[src/rtl/respondedor_mdio_pkg.sv]
// Shared definitions for the Clause-22 MDIO target: opcodes, frame bit positions,
// FSM state encoding and the read-only register helper.
package respondedor_mdio_pkg;

    localparam int ADDR_W = 5;
    localparam int DATA_W = 16;

    localparam logic [1:0] OP_WR = 2'b01;
    localparam logic [1:0] OP_RD = 2'b10;

    // Frame bit index counted from the first ST bit (0) to the last data bit (31)
    localparam logic [4:0] BIT_OP_END  = 5'd3;
    localparam logic [4:0] BIT_PHY_END = 5'd8;
    localparam logic [4:0] BIT_REG_END = 5'd13;
    localparam logic [4:0] BIT_TA1     = 5'd14;
    localparam logic [4:0] BIT_TA2     = 5'd15;
    localparam logic [4:0] BIT_LAST    = 5'd31;

    localparam logic [ADDR_W-1:0] REG_ID_HI = 5'd2;
    localparam logic [ADDR_W-1:0] REG_ID_LO = 5'd3;

    typedef enum logic [2:0] {
        ST_IDLE, ST_ST2, ST_OP, ST_PHYAD, ST_REGAD, ST_TA, ST_DATA, ST_SKIP
    } mdio_state_e;

    function automatic logic is_read_only(input logic [ADDR_W-1:0] addr);
        return (addr == REG_ID_HI) || (addr == REG_ID_LO);
    endfunction

endpackage

[src/rtl/respondedor_mdio_edge_sync.sv]
// Two-flop synchroniser for the master's mdc/mdio_out/mdio_oe plus mdc edge pulses.
module respondedor_mdio_edge_sync (
    input  logic clk,
    input  logic reset,
    input  logic mdc,
    input  logic mdio_out,
    input  logic mdio_oe,
    output logic mdc_rise,
    output logic mdc_fall,
    output logic mdio_s,
    output logic mdio_oe_s
);

    logic [2:0] mdc_r;
    logic [1:0] dat_r;
    logic [1:0] oe_r;

    // Synchroniser chains; mdc gets a third stage for edge detection
    always_ff @(posedge clk) begin
        if (!reset) begin
            mdc_r <= 3'b000;
            dat_r <= 2'b11;
            oe_r  <= 2'b00;
        end else begin
            mdc_r <= {mdc_r[1:0], mdc};
            dat_r <= {dat_r[0], mdio_out};
            oe_r  <= {oe_r[0], mdio_oe};
        end
    end

    assign mdc_rise  = mdc_r[1] & ~mdc_r[2];
    assign mdc_fall  = ~mdc_r[1] & mdc_r[2];
    assign mdio_s    = dat_r[1];
    assign mdio_oe_s = oe_r[1];

endmodule

[src/rtl/respondedor_mdio.sv]
// Clause-22 MDIO target with a 32x16 register file; regs 2/3 hold the read-only PHY ID.
module respondedor_mdio
    import respondedor_mdio_pkg::*;
#(
    parameter logic [ADDR_W-1:0] PHY_ADDR  = 5'h01,
    parameter logic [DATA_W-1:0] PHY_ID_HI = 16'h0022,
    parameter logic [DATA_W-1:0] PHY_ID_LO = 16'h1560,
    parameter logic [DATA_W-1:0] REG_RST   = 16'h0000
) (
    input  logic              clk,
    input  logic              reset,
    input  logic              mdc,
    input  logic              mdio_out,
    input  logic              mdio_oe,
    output logic              mdio_in,
    output logic              mdio_in_oe,
    output logic [ADDR_W-1:0] reg_addr,
    output logic              wr_stb,
    output logic [DATA_W-1:0] wr_data
);

    logic mdc_rise_s, mdc_fall_s, mdio_s, mdio_oe_s;

    respondedor_mdio_edge_sync u_sync (
        .clk       (clk),
        .reset     (reset),
        .mdc       (mdc),
        .mdio_out  (mdio_out),
        .mdio_oe   (mdio_oe),
        .mdc_rise  (mdc_rise_s),
        .mdc_fall  (mdc_fall_s),
        .mdio_s    (mdio_s),
        .mdio_oe_s (mdio_oe_s)
    );

    mdio_state_e       state_r;
    logic [4:0]        bit_cnt_r;
    logic [3:0]        hdr_r;
    logic [DATA_W-1:0] shift_r;
    logic              is_rd_r;
    logic              rd_done_r;
    logic [DATA_W-1:0] regs_r [32];

    logic [ADDR_W-1:0] hdr_next_s;
    logic [DATA_W-1:0] wr_word_s;

    assign hdr_next_s = {hdr_r, mdio_s};
    assign wr_word_s  = {shift_r[DATA_W-2:0], mdio_s};

    function automatic logic [DATA_W-1:0] reg_value(input logic [ADDR_W-1:0] addr);
        case (addr)
            REG_ID_HI: return PHY_ID_HI;
            REG_ID_LO: return PHY_ID_LO;
            default:   return regs_r[addr];
        endcase
    endfunction

    // Frame FSM: decode on mdc rise, drive read data on mdc fall
    always_ff @(posedge clk) begin
        if (!reset) begin
            state_r    <= ST_IDLE;
            bit_cnt_r  <= 5'd0;
            hdr_r      <= 4'd0;
            shift_r    <= 16'h0000;
            is_rd_r    <= 1'b0;
            rd_done_r  <= 1'b0;
            mdio_in    <= 1'b1;
            mdio_in_oe <= 1'b0;
            reg_addr   <= 5'd0;
            wr_stb     <= 1'b0;
            wr_data    <= 16'h0000;
            for (int i = 0; i < 32; i++) begin
                regs_r[i] <= REG_RST;
            end
        end else begin
            wr_stb <= 1'b0;
            if (mdc_rise_s) begin
                hdr_r     <= hdr_next_s[3:0];
                bit_cnt_r <= bit_cnt_r + 5'd1;
                case (state_r)
                    ST_IDLE: begin
                        bit_cnt_r <= 5'd1;
                        if (!mdio_s && mdio_oe_s) begin
                            state_r <= ST_ST2;
                        end
                    end
                    ST_ST2: state_r <= mdio_s ? ST_OP : ST_IDLE;
                    ST_OP: begin
                        if (bit_cnt_r == BIT_OP_END) begin
                            is_rd_r <= (hdr_next_s[1:0] == OP_RD);
                            state_r <= (hdr_next_s[1:0] == OP_WR || hdr_next_s[1:0] == OP_RD)
                                       ? ST_PHYAD : ST_SKIP;
                        end
                    end
                    ST_PHYAD: begin
                        if (bit_cnt_r == BIT_PHY_END) begin
                            state_r <= (hdr_next_s == PHY_ADDR) ? ST_REGAD : ST_SKIP;
                        end
                    end
                    ST_REGAD: begin
                        if (bit_cnt_r == BIT_REG_END) begin
                            reg_addr <= hdr_next_s;
                            state_r  <= ST_TA;
                        end
                    end
                    ST_TA: begin
                        if (bit_cnt_r == BIT_TA1) begin
                            shift_r <= reg_value(reg_addr);
                        end else begin
                            state_r <= ST_DATA;
                        end
                    end
                    ST_DATA: begin
                        if (is_rd_r) begin
                            // Line is released on the following mdc fall
                            if (bit_cnt_r == BIT_LAST) begin
                                rd_done_r <= 1'b1;
                            end
                        end else begin
                            shift_r <= wr_word_s;
                            if (bit_cnt_r == BIT_LAST) begin
                                state_r <= ST_IDLE;
                                if (!is_read_only(reg_addr)) begin
                                    regs_r[reg_addr] <= wr_word_s;
                                    wr_stb           <= 1'b1;
                                    wr_data          <= wr_word_s;
                                end
                            end
                        end
                    end
                    ST_SKIP: begin
                        if (bit_cnt_r == BIT_LAST) begin
                            state_r <= ST_IDLE;
                        end
                    end
                    default: state_r <= ST_IDLE;
                endcase
            end else if (mdc_fall_s && is_rd_r) begin
                case (state_r)
                    ST_TA: begin
                        if (bit_cnt_r == BIT_TA2) begin
                            mdio_in    <= 1'b0;
                            mdio_in_oe <= 1'b1;
                        end
                    end
                    ST_DATA: begin
                        if (rd_done_r) begin
                            mdio_in    <= 1'b1;
                            mdio_in_oe <= 1'b0;
                            rd_done_r  <= 1'b0;
                            state_r    <= ST_IDLE;
                        end else begin
                            mdio_in <= shift_r[DATA_W-1];
                            shift_r <= {shift_r[DATA_W-2:0], 1'b0};
                        end
                    end
                    default: begin
                    end
                endcase
            end
        end
    end

endmodule

[config.mk]
export PLATFORM = sky130hd
export DESIGN_NAME = respondedor_mdio
export DESIGN_NICKNAME = d
export VERILOG_FILES = /design/src/rtl/respondedor_mdio_pkg.sv /design/src/rtl/respondedor_mdio_edge_sync.sv /design/src/rtl/respondedor_mdio.sv
export SDC_FILE = /design/constraint.sdc
export NUM_CORES = 1
export LEC_CHECK = 0
export ABC_CLOCK_PERIOD_IN_PS = 6300
export CAP_MARGIN = 25
export CORE_UTILIZATION = 30
export CTS_CLUSTER_DIAMETER = 30
export CTS_CLUSTER_SIZE = 28
export DETAILED_ROUTE_END_ITERATION = 8
export SETUP_SLACK_MARGIN = 0.02
export SLEW_MARGIN = 10
export SYNTH_ARGS = -nofsm -noshare
export SYNTH_HDL_FRONTEND = slang
export SYNTH_SLANG_ARGS = --single-unit
[constraint.sdc]
create_clock -name clk -period 6.3 [get_ports clk]
set_clock_uncertainty 0.15 [all_clocks]
set_input_delay 1.89 -clock clk [delete_from_list [all_inputs] [get_ports clk]]
set_output_delay 1.89 -clock clk [all_outputs]
set_load 0.05 [all_outputs]
==> metrics.md, run 1 <==
| Metric | Value |
|---|---|
| Status | `finished, final reports clean` |
| Hold buffer count at CTS | `0` |
| FF+latch count, synth | `578` |
| Ports | `29` |
| Clock tree root buffer cell | `clkbuf_16` |
| Post-CTS Resized | `0` |
| Num CTS Buffers | `around 130` |
| DR vias | `~16000` |
| Final #Nets | `between 2000 and 2500` |
| Most common cell after layout, fill and taps aside | `edfxtp_1` |
| Main combinational cell family by area after synthesis | `simple AND/OR/NAND/NOR gates` |
| R2r setup slk | `2310 ps` |
| Area leader, netlist | `edfxtp_1` |
| Antenna cells | `0` |
| HP Class | `register to register` |
| Worst Hold Path EP | `u_sync.oe_r[1]` |
| 1st-iter DRT viols | `about 1600` |
| Fin cells | `between 3000 and 4000` |
| Post-DP HPWL | `43700 um` |
| Worst hold path cell count | `1` |
| Ranking of synthesized cells by area | `edfxtp_1, and2_1, mux4_2` |
| Slowest stage cell, crit path | `clkdlybuf4s50_1` |
| WP data arrival | `roughly 2400 ps` |
| Leakage | `around 0.011 uW` |
| RR Endpoint | `regs_r[7][10]` |
| Post-synth EDFFs | `between 500 and 600` |
| Crit path from | `reg_addr[2]` |
| Most frequent cells in the layout | `edfxtp_1, and2_1, clkbuf_16, mux4_2, nand2_1` |
| Unrepaired setup endpoints after global routing | `false` |
| Routed wire per std cell | `around 22 um` |
| Vias per Instance | `between 4 and 5` |
| Placed Cells | `approximately 3000` |
| Die Y | `~300 um` |
| Die width | `299 um` |
| DRC | `0` |
| Cell Area, Synth | `26400 um^2` |
| CTS tree | `yes` |
| Ys flop type | `edfxtp_1` |
| Grt met1 use | `0.205` |
| Max-Cap Viols | `0` |
| Reg2Reg Depth | `9` |
| YS warnings | `0` |
| Reg clk slew, reported paths | `~40 ps` |
| CP Cell Sequence | `clkdlybuf4s50_1` |
| RR Startpoint | `bit_cnt_r[0]` |
| Synth Instances | `about 1900` |
| Antenna violations before repair | `3` |
| Critical Path Start Type | `register` |
| Initial Util | `0.304` |
| Fin crit period | `4410 ps` |
| XOR/XNOR Fraction of Synth Area | `0` |
| Peak VDD IR | `about 250 uV` |
| WHS | `approximately 280 ps` |
| Yosys cell types | `65` |
| Full die area | `89300 um^2` |
| Routing usage on met3 | `0.0364` |
| GPL Wtd Cong | `0.908` |
| Worst Path Max Fanout | `11` |
| Setup_tns | `0 ps` |
| Worst slew margin | `0.324` |
| Area grow syn2layout | `22.3%` |
| Num rows | `~110` |
| Worst-Skew Late Latency | `about 700 ps` |
| Critical Path Sink Type | `primary output` |
| Share of post-route cells with drive strength above 1 | `0.208` |
| Seq/Total Area, Yosys | `0.631` |
| Clock tree sinks | `between 500 and 600` |
| Number of port buffers | `28` |
| Final setup vio count | `0` |
| Worst slew pin tran | `1010 ps` |
| Compound-gate portion of the synthesized area | `0.0491` |
| Hold_sp | `u_sync.oe_r[0]` |
| Buf+Inv Stages, Crit Path | `1` |
| Kind of critical path | `register to primary output` |
| Postcts setup bufs | `0` |
| Final slew viol count | `0` |
| Total track usage | `0.162` |
| Final Hold Fails | `0` |
| CTS max path bufs | `3` |
| M2 GR Usage | `0.265` |
| Core Region | `a little under 90000 um^2` |
| Antenna-violating nets left | `0` |
| PwrDens | `about 350 nW/um^2` |
| CTS H-tree lvls | `4` |
| Post-synthesis simple-gate area fraction | `0.173` |
| Critical path's largest stage delay | `930 ps` |
| Gr busiest metal | `met2` |
| Number of global-route vias before repair | `about 17000` |
| Highest Clock Rate | `roughly 0.23 GHz` |
| WP data required | `4260 ps` |
| Post-synth top area share | `0.581` |
| Drt first pass iters | `6` |
| Adder-cell share of the synthesized area | `0.00379` |
| First-pass GRT wire length | `around 110000 um` |
| Total routed wirelength | `around 72000 um` |
| Final worst-path cycle share | `0.700` |
| Post-synth ARST share | `0` |
| Mux cell area share after synthesis | `0.111` |
| Mean post-synth cell area | `roughly 14 um^2` |
| Global route overflow | `0` |
| Top delay family on crit path | `buffers and inverters` |
| Pin count of the biggest net entering global routing | `58` |
logic make-up after synthesis:
logic type	after synthesis
AO/OA/AOI/OAI	208
adder cells (fa/ha/maj)	8
buffers and inverters	188
flip-flops	578
multiplexers	160
other	1
AND/OR/NAND/NOR	769
cell usage after synthesis (all sizes together) (3+ instances only):
cell and instances:
edfxtp 512, and2 456, clkbuf 110, mux4 104, nand2 90, nor2 85
dfxtp 66, buf 61, a21oi 59, o21ai 58, nor3 44, mux2i 38
nor2b 23, a211oi 19, mux2 18, inv 16, nand3 14, o22ai 13
a31oi 12, nand4 12, a221oi 10, nand2b 10, or3 9, ha 8
a2111oi 7, nand3b 7, nor4 5, o211ai 4, o32a 4, o32ai 4
o211a 3
stage by stage:
stage / utilization / instance area (um^2) / setup slack (ps) / total power [uW]
2_1_floorplan: - / 26600 / 1860 / 4510
6_report: 0.372 / 32300 / 1890 / 11200
4_1_cts: 0.372 / 32300 / 1900 / 11300
3_3_place_gp: 0.322 / 28000 / 1500 / 4600
5_1_grt: 0.372 / 32300 / 1890 / 11500
3_5_place_dp: 0.322 / 28000 / 1440 / 4610
sequential cells by signal (all words and copies together), names as in the netlist, named ones only:
name and cells:
rd_done_r 1, is_rd_r 1, wr_data 16, u_sync.dat_r 2
mdio_in 1, state_r 3, wr_stb 1, reg_addr 5
regs_r 512, u_sync.mdc_r 3, hdr_r 4, mdio_in_oe 1
u_sync.oe_r 2, shift_r 16, bit_cnt_r 5
area by class of cell:
cell class,instances,area (um^2)
multi-input cells,1177,9010
inverters,17,63.8
repair buffers,91,761
flip-flops and latches,578,16700
clock inverters,87,902
well taps,1155,1450
clock buffers,150,3440
fillers,8180,54700
routing by layer:
metal	part of all wire	routed length (um)
met1	0.41	29400
met2	0.49	34900
met3	0.073	5230
met4	0.031	2250
met5	0.00018	13
where the power goes:
group          total, uW  switching [uW]  internal, uW
sequential          4330            35.6          4290
combinational        211             143          67.2
clock               6650            2140          4510
total              11200            2320          8870
worst max path at each step:
stage | cells after the start | endpoint | slack (ps)
6_report | 1 | reg_addr[2] | 1890
5_1_grt | 1 | reg_addr[4] | 1890
4_1_cts | 1 | reg_addr[2] | 1900
3_5_place_dp | 7 | regs_r[27][8] | 1440
3_3_place_gp | 7 | regs_r[31][1] | 1500
2_1_floorplan | 5 | regs_r[21][0] | 1860
Power figures use the tool's default switching activity.
==> run 2, diff against run 1 <==
--- a/config.mk
+++ b/config.mk
@@ -5,7 +5,7 @@
 export SDC_FILE = /design/constraint.sdc
 export NUM_CORES = 1
 export LEC_CHECK = 0
-export ABC_CLOCK_PERIOD_IN_PS = 6300
+export ABC_CLOCK_PERIOD_IN_PS = 4100
 export CAP_MARGIN = 25
 export CORE_UTILIZATION = 30
 export CTS_CLUSTER_DIAMETER = 30
==> constraint.sdc (replaced) <==
create_clock -name clk -period 4.1 [get_ports clk]
set_clock_uncertainty 0.15 [all_clocks]
set_input_delay 1.23 -clock clk [delete_from_list [all_inputs] [get_ports clk]]
set_output_delay 1.23 -clock clk [all_outputs]
set_load 0.05 [all_outputs]
==> run 2 against run 1 <==
  * Global-route usage about the same
  * Critical path type unchanged
  * Clock power up 50%
  * Largest cell class unchanged
  * Highest routed layer unchanged
  * Register-to-register slack got worse by 1500 ps
  * Total power up 52%
  * Clock-buffer cell count shrank 17
  * Critical endpoint is now reg_addr[3]
==> metrics.md, run 2 (synthesis results as in run 1) <==
| Metric | Value |
|---|---|
| R2r setup slk | `between 700 and 800 ps` |
| Share of post-route cells with drive strength above 1 | `0.212` |
| Switching share of total power | `0.204` |
| Fin crit period | `between 3000 and 4000 ps` |
| Final slew viol count | `0` |
| Slowest stage cell, crit path | `clkdlybuf4s50_1` |
| CTS tree | `yes` |
| PwrDens | `525 nW/um^2` |
| Worst Hold Path EP | `u_sync.dat_r[1]` |
| Initial Util | `0.304` |
| First-pass GRT wire length | `108000 um` |
| Full die area | `slightly below 90000 um^2` |
| Vias per Instance | `5.05` |
| RR Startpoint | `bit_cnt_r[0]` |
| Reg clk slew, reported paths | `50 ps` |
| Crit path from | `reg_addr[3]` |
| Max-Cap Viols | `0` |
| 1st-iter DRT viols | `between 1500 and 2000` |
| Clock power share | `0.589` |
| Die Y | `299 um` |
| Final critical-path setup slack | `just over 400 ps` |
| Die width | `roughly 300 um` |
| Pre-CTS WS | `697 ps` |
| Pin count of the biggest net entering global routing | `56` |
| Combinational share of power | `0.019` |
| Internal | `approximately 14000 uW` |
| Critical path's largest stage delay | `between 900 and 1000 ps` |
| Total routed wirelength | `72200 um` |
| Overall power | `between 15000 and 20000 uW` |
| WP data arrival | `around 2300 ps` |
| GPL Wtd Cong | `about 0.89` |
| WP data required | `~2700 ps` |
| Post-CTS Resized | `0` |
| Placed Cells | `between 3000 and 4000` |
| Number of global-route vias before repair | `~17000` |
| Worst hold path cell count | `1` |
| Area grow syn2layout | `22.4%` |
| Global route overflow | `0` |
| DRC | `0` |
| Critical Path Start Type | `register` |
| Final #Nets | `around 2000` |
| Switching Power | `~3500 uW` |
| Drt first pass iters | `7` |
| Highest Clock Rate | `approximately 0.27 GHz` |
| Routed wire per std cell | `~22 um` |
| Largest regs | `regs_r (512), shift_r (16), wr_data (16)` |
| Largest Register | `regs_r` |
| Final Hold Fails | `0` |
| Worst slew pin tran | `approximately 1100 ps` |
| Fill count | `between 8000 and 9000` |
| Antenna violations before repair | `2` |
| RR Endpoint | `regs_r[23][15]` |
| CTS max path bufs | `3` |
| Hold_sp | `u_sync.dat_r[0]` |
| Top delay family on crit path | `buffers and inverters` |
| Num CTS Buffers | `119` |
| Most common cell after layout, fill and taps aside | `edfxtp_1` |
| WHS | `approximately 260 ps` |
| Sequential power share | `0.391` |
| Postcts setup bufs | `0` |
| Worst-Skew Late Latency | `about 680 ps` |
| HP Class | `register to register` |
| Peak VDD IR | `approximately 430 uV` |
| DR vias | `16428` |
| Setup_tns | `0 ps` |
| Number of port buffers | `28` |
| Ports | `29` |
| Fin cells | `between 3000 and 4000` |
| Kind of critical path | `register to primary output` |
| Final setup vio count | `0` |
| Reg2Reg Depth | `9` |
| Total track usage | `0.162` |
| Unrepaired setup endpoints after global routing | `false` |
| Worst slew margin | `0.295` |
| Post-DP HPWL | `about 45000 um` |
| Most frequent cells in the layout | `edfxtp_1, and2_1, clkbuf_16, mux4_2, nand2_1` |
| Clock tree sinks | `between 500 and 600` |
| Num rows | `roughly 110` |
| Buf+Inv Stages, Crit Path | `1` |
| Clock tree root buffer cell | `clkbuf_16` |
| Antenna-violating nets left | `0` |
| Critical Path Sink Type | `primary output` |
| Max reg flops | `approximately 500` |
| Hold buffer count at CTS | `0` |
| Status | `finished, final reports clean` |
| CTS H-tree lvls | `3` |
| Worst Path Max Fanout | `11` |
| CP Cell Sequence | `clkdlybuf4s50_1` |
| Core Region | `slightly below 90000 um^2` |
| Final worst-path cycle share | `0.899` |
| Leakage | `between 0.01 and 0.015 uW` |
## run 2: cell count changes in the layout (fill, tap and decap cells not counted), moves of 3 or more
cell | previous run | this run
bufinv_16 | 15 | 23
buf_4 | 62 | 74
clkbuf_16 | 135 | 121
clkinv_2 | 21 | 17
clkbuf_1 | 14 | 10
clkinv_1 | 25 | 20
clkinvlp_4 | 14 | 11
clkinv_4 | 1 | 8
## run 2: area by class of cell
class	count	area, um^2	share of cell area
antenna	1	2.50	0.0000773
clock buffer	133	3090	0.0956
clock inverter	88	1120	0.0347
inverter	17	63.8	0.00197
multi-input combinational	1177	9010	0.279
sequential	578	16700	0.516
tap	1155	1450	0.0447
timing repair buffer	106	906	0.0280
## run 2: power groups by stage
stage               sequential, uW  combinational, uW  clock, uW
floorplan                     6740                189          0
global placement              6740                325          0
detailed placement            6750                329          0
CTS                           6650                332      10100
global route                  6660                351      10400
finish                        6650                330      10000
## run 2: stage by stage
stage	cell area [um^2]	util
floorplan	26600	-
global placement	28100	0.323
detailed placement	28100	0.323
CTS	32400	0.372
global route	32400	0.372
finish	32400	0.372
## run 2: how the worst max path moves through the flow
stage,slack [ps],end,depth (start not counted)
global placement,720,regs_r[14][4],7
floorplan,320,regs_r[21][0],5
CTS,440,reg_addr[2],1
detailed placement,700,regs_r[28][5],5
finish,410,reg_addr[3],1
global route,360,reg_addr[3],1
## run 2: metal layers
layer | vias to the layer above | routed length (um) | GRT usage | share of wire
met5 | - | 23 | 0.00635 | 0.00032
met4 | 2 | 2690 | 0.0649 | 0.037
met1 | 8369 | 29700 | 0.213 | 0.41
li1 | 7203 | - | - | -
met2 | 698 | 34000 | 0.258 | 0.47
met3 | 156 | 5700 | 0.0364 | 0.079
==> run 3, diff against run 2 <==
--- a/config.mk
+++ b/config.mk
@@ -15,4 +15,5 @@
 export SLEW_MARGIN = 10
 export SYNTH_ARGS = -nofsm -noshare
 export SYNTH_HDL_FRONTEND = slang
+export SYNTH_HIERARCHICAL = 1
 export SYNTH_SLANG_ARGS = --single-unit
==> run 3 against run 2 <==
  * Worst hold slack improved by 20 ps
  * Combinational power decreased by 4%
  * Flip-flop and latch count unchanged
==> metrics.md, run 3 <==
| Metric | Value |
|---|---|
| WP data required | `~2700 ps` |
| Final critical-path setup slack | `~330 ps` |
| Kind of critical path | `register to primary output` |
| Hold buffer count at CTS | `0` |
| CTS tree | `yes` |
| Mux cell area share after synthesis | `0.131` |
| DR vias | `~15000` |
| XOR/XNOR Fraction of Synth Area | `0` |
| Number of port buffers | `28` |
| Vias per Instance | `4.92` |
| Unrepaired setup endpoints after global routing | `false` |
| Top delay family on crit path | `buffers and inverters` |
| Max reg flops | `about 510` |
| Post-synth EDFFs | `about 500` |
| Synth Instances | `1807` |
| CTS max path bufs | `3` |
| Post-CTS Resized | `0` |
| First-pass GRT wire length | `just over 100000 um` |
| Buf+Inv Stages, Crit Path | `1` |
| Die Y | `approximately 300 um` |
| Clock tree root buffer cell | `clkbuf_16` |
| Ys flop type | `edfxtp_1` |
| Compound-gate portion of the synthesized area | `0.0417` |
| Post-synth top area share | `0.586` |
| Placed Cells | `2924` |
| Post-DP HPWL | `~40000 um` |
| Antenna cells | `0` |
| Ranking of synthesized cells by area | `edfxtp_1, and2_1, mux4_2` |
| Clock tree sinks | `between 500 and 600` |
| Critical Path Sink Type | `primary output` |
| Slowest stage cell, crit path | `clkdlybuf4s50_1` |
| Setup_tns | `0 ps` |
| Seq/Total Area, Yosys | `0.636` |
| Postcts setup bufs | `0` |
| DRC | `0` |
| Post-synthesis simple-gate area fraction | `0.156` |
| YS warnings | `6` |
| Area leader, netlist | `edfxtp_1` |
| Leakage | `0.0110 uW` |
| Drt first pass iters | `8` |
| Num CTS Buffers | `approximately 120` |
| Final Util | `0.367` |
| Critical Path Start Type | `register` |
| Highest Clock Rate | `approximately 0.27 GHz` |
| Largest regs | `regs_r (512), shift_r (16), wr_data (16)` |
| 1st-iter DRT viols | `between 1500 and 2000` |
| Initial Util | `0.303` |
| Ports | `29` |
| Largest Register | `regs_r` |
| Critical path's largest stage delay | `about 940 ps` |
| Most common cell after layout, fill and taps aside | `edfxtp_1` |
| Routed wire per std cell | `roughly 22 um` |
| Antenna-violating nets left | `0` |
| Num rows | `108` |
| Antenna violations before repair | `5` |
| Cell Area, Synth | `between 20000 and 30000 um^2` |
| WP data arrival | `roughly 2400 ps` |
| Status | `finished, final reports clean` |
| Yosys cell types | `60` |
| Worst slew margin | `0.319` |
| Mean post-synth cell area | `14.5 um^2` |
| Number of global-route vias before repair | `around 16000` |
| Full die area | `around 89000 um^2` |
| Worst-Skew Late Latency | `approximately 660 ps` |
| GPL Wtd Cong | `around 0.8` |
| Global route overflow | `0` |
| FF+latch count, synth | `a little under 600` |
| Final setup vio count | `0` |
| Fill count | `approximately 8100` |
| Most frequent cells in the layout | `edfxtp_1, and2_1, mux4_2, clkbuf_16, buf_4` |
| Pre-CTS WS | `roughly 540 ps` |
| Fin crit period | `3770 ps` |
| Pin count of the biggest net entering global routing | `50` |
| Most common cell in the netlist | `edfxtp_1` |
| Post-synth ARST share | `0` |
| Final slew viol count | `0` |
| Main combinational cell family by area after synthesis | `simple AND/OR/NAND/NOR gates` |
| Worst Path Max Fanout | `12` |
| Peak VDD IR | `344 uV` |
| Fin cells | `~3100` |
| Share of post-route cells with drive strength above 1 | `0.227` |
| Adder-cell share of the synthesized area | `0.00381` |
| CTS H-tree lvls | `3` |
| Area grow syn2layout | `21.4%` |
| Total routed wirelength | `a little under 70000 um` |
| Die width | `between 200 and 300 um` |
| Worst slew pin tran | `between 1000 and 1500 ps` |
| Synth top cells by count | `edfxtp_1, and2_1, mux4_2` |
| CP Cell Sequence | `clkdlybuf4s50_1` |
| Final #Nets | `1902` |
| Final worst-path cycle share | `0.920` |
| Total track usage | `0.154` |
| Max-Cap Viols | `0` |
| Core Region | `~87000 um^2` |
| PwrDens | `between 500 and 600 nW/um^2` |
| HP Class | `register to register` |
| Reg clk slew, reported paths | `about 40 ps` |
| Final Hold Fails | `0` |
[run 3: cell types whose count changed after synthesis, sizes merged, moves of 7 or more]
cell	delta
o21ai	+30
a211o	+7
nand2	-31
a2111oi	-7
o22ai	-9
a21oi	-24
mux4	+23
nand4	-9
nor3	-9
nor2	-28
nor2b	-9
[run 3: power by group]
| group | total [uW] | switching [uW] | internal [uW] | leakage (uW) |
|---|---|---|---|---|
| combinational | 318 | 208 | 110 | 0.00330 |
| sequential | 6660 | 59.3 | 6600 | 0.00581 |
| clock | 9340 | 3130 | 6210 | 0.00191 |
[run 3: cell families after synthesis]
group           Yosys count
compound gates          183
fa+ha+maj                 8
buf+inv                 175
flops                   578
mux                     183
other cells               1
simple gates            679
[run 3: area by class of cell]
cell class | count | area, um^2 | area share
clock buffer | 137 | 3070 | 0.0962
clock inverter | 87 | 895 | 0.0281
inverter | 10 | 37.5 | 0.00118
multi-input combinational | 1085 | 8870 | 0.278
sequential | 578 | 16700 | 0.525
tap | 1155 | 1450 | 0.0453
timing repair buffer | 96 | 836 | 0.0262
[run 3: per-stage QoR]
step / power (uW) / hold slack (ps) / cell area, um^2
finish: 16300 / 281 / 31900
global route: 16700 / 295 / 31900
CTS: 16400 / 283 / 31900
detailed placement: 7080 / 267 / 27900
global placement: 7060 / 253 / 27900
floorplan: 6930 / 236 / 26400
[run 3: final timing paths]
kind | startpoint | to | slack [ps] | cells after the start
setup / recovery | reg_addr[4] | reg_addr[4] | 330 | 1
hold / removal | u_sync/dat_r[0] | u_sync/dat_r[1] | 280 | 1
setup reg to reg | bit_cnt_r[0] | regs_r[19][2] | 610 | 9
hold reg to reg | u_sync/dat_r[0] | u_sync/dat_r[1] | 280 | 1
[run 3: routing by layer]
metal	vias to the layer above	wire, um	GRT usage
met4	2	1990	0.0587
met2	574	33700	0.258
li1	6856	-	-
met3	123	4610	0.0281
met5	-	10	0
met1	7942	28200	0.199
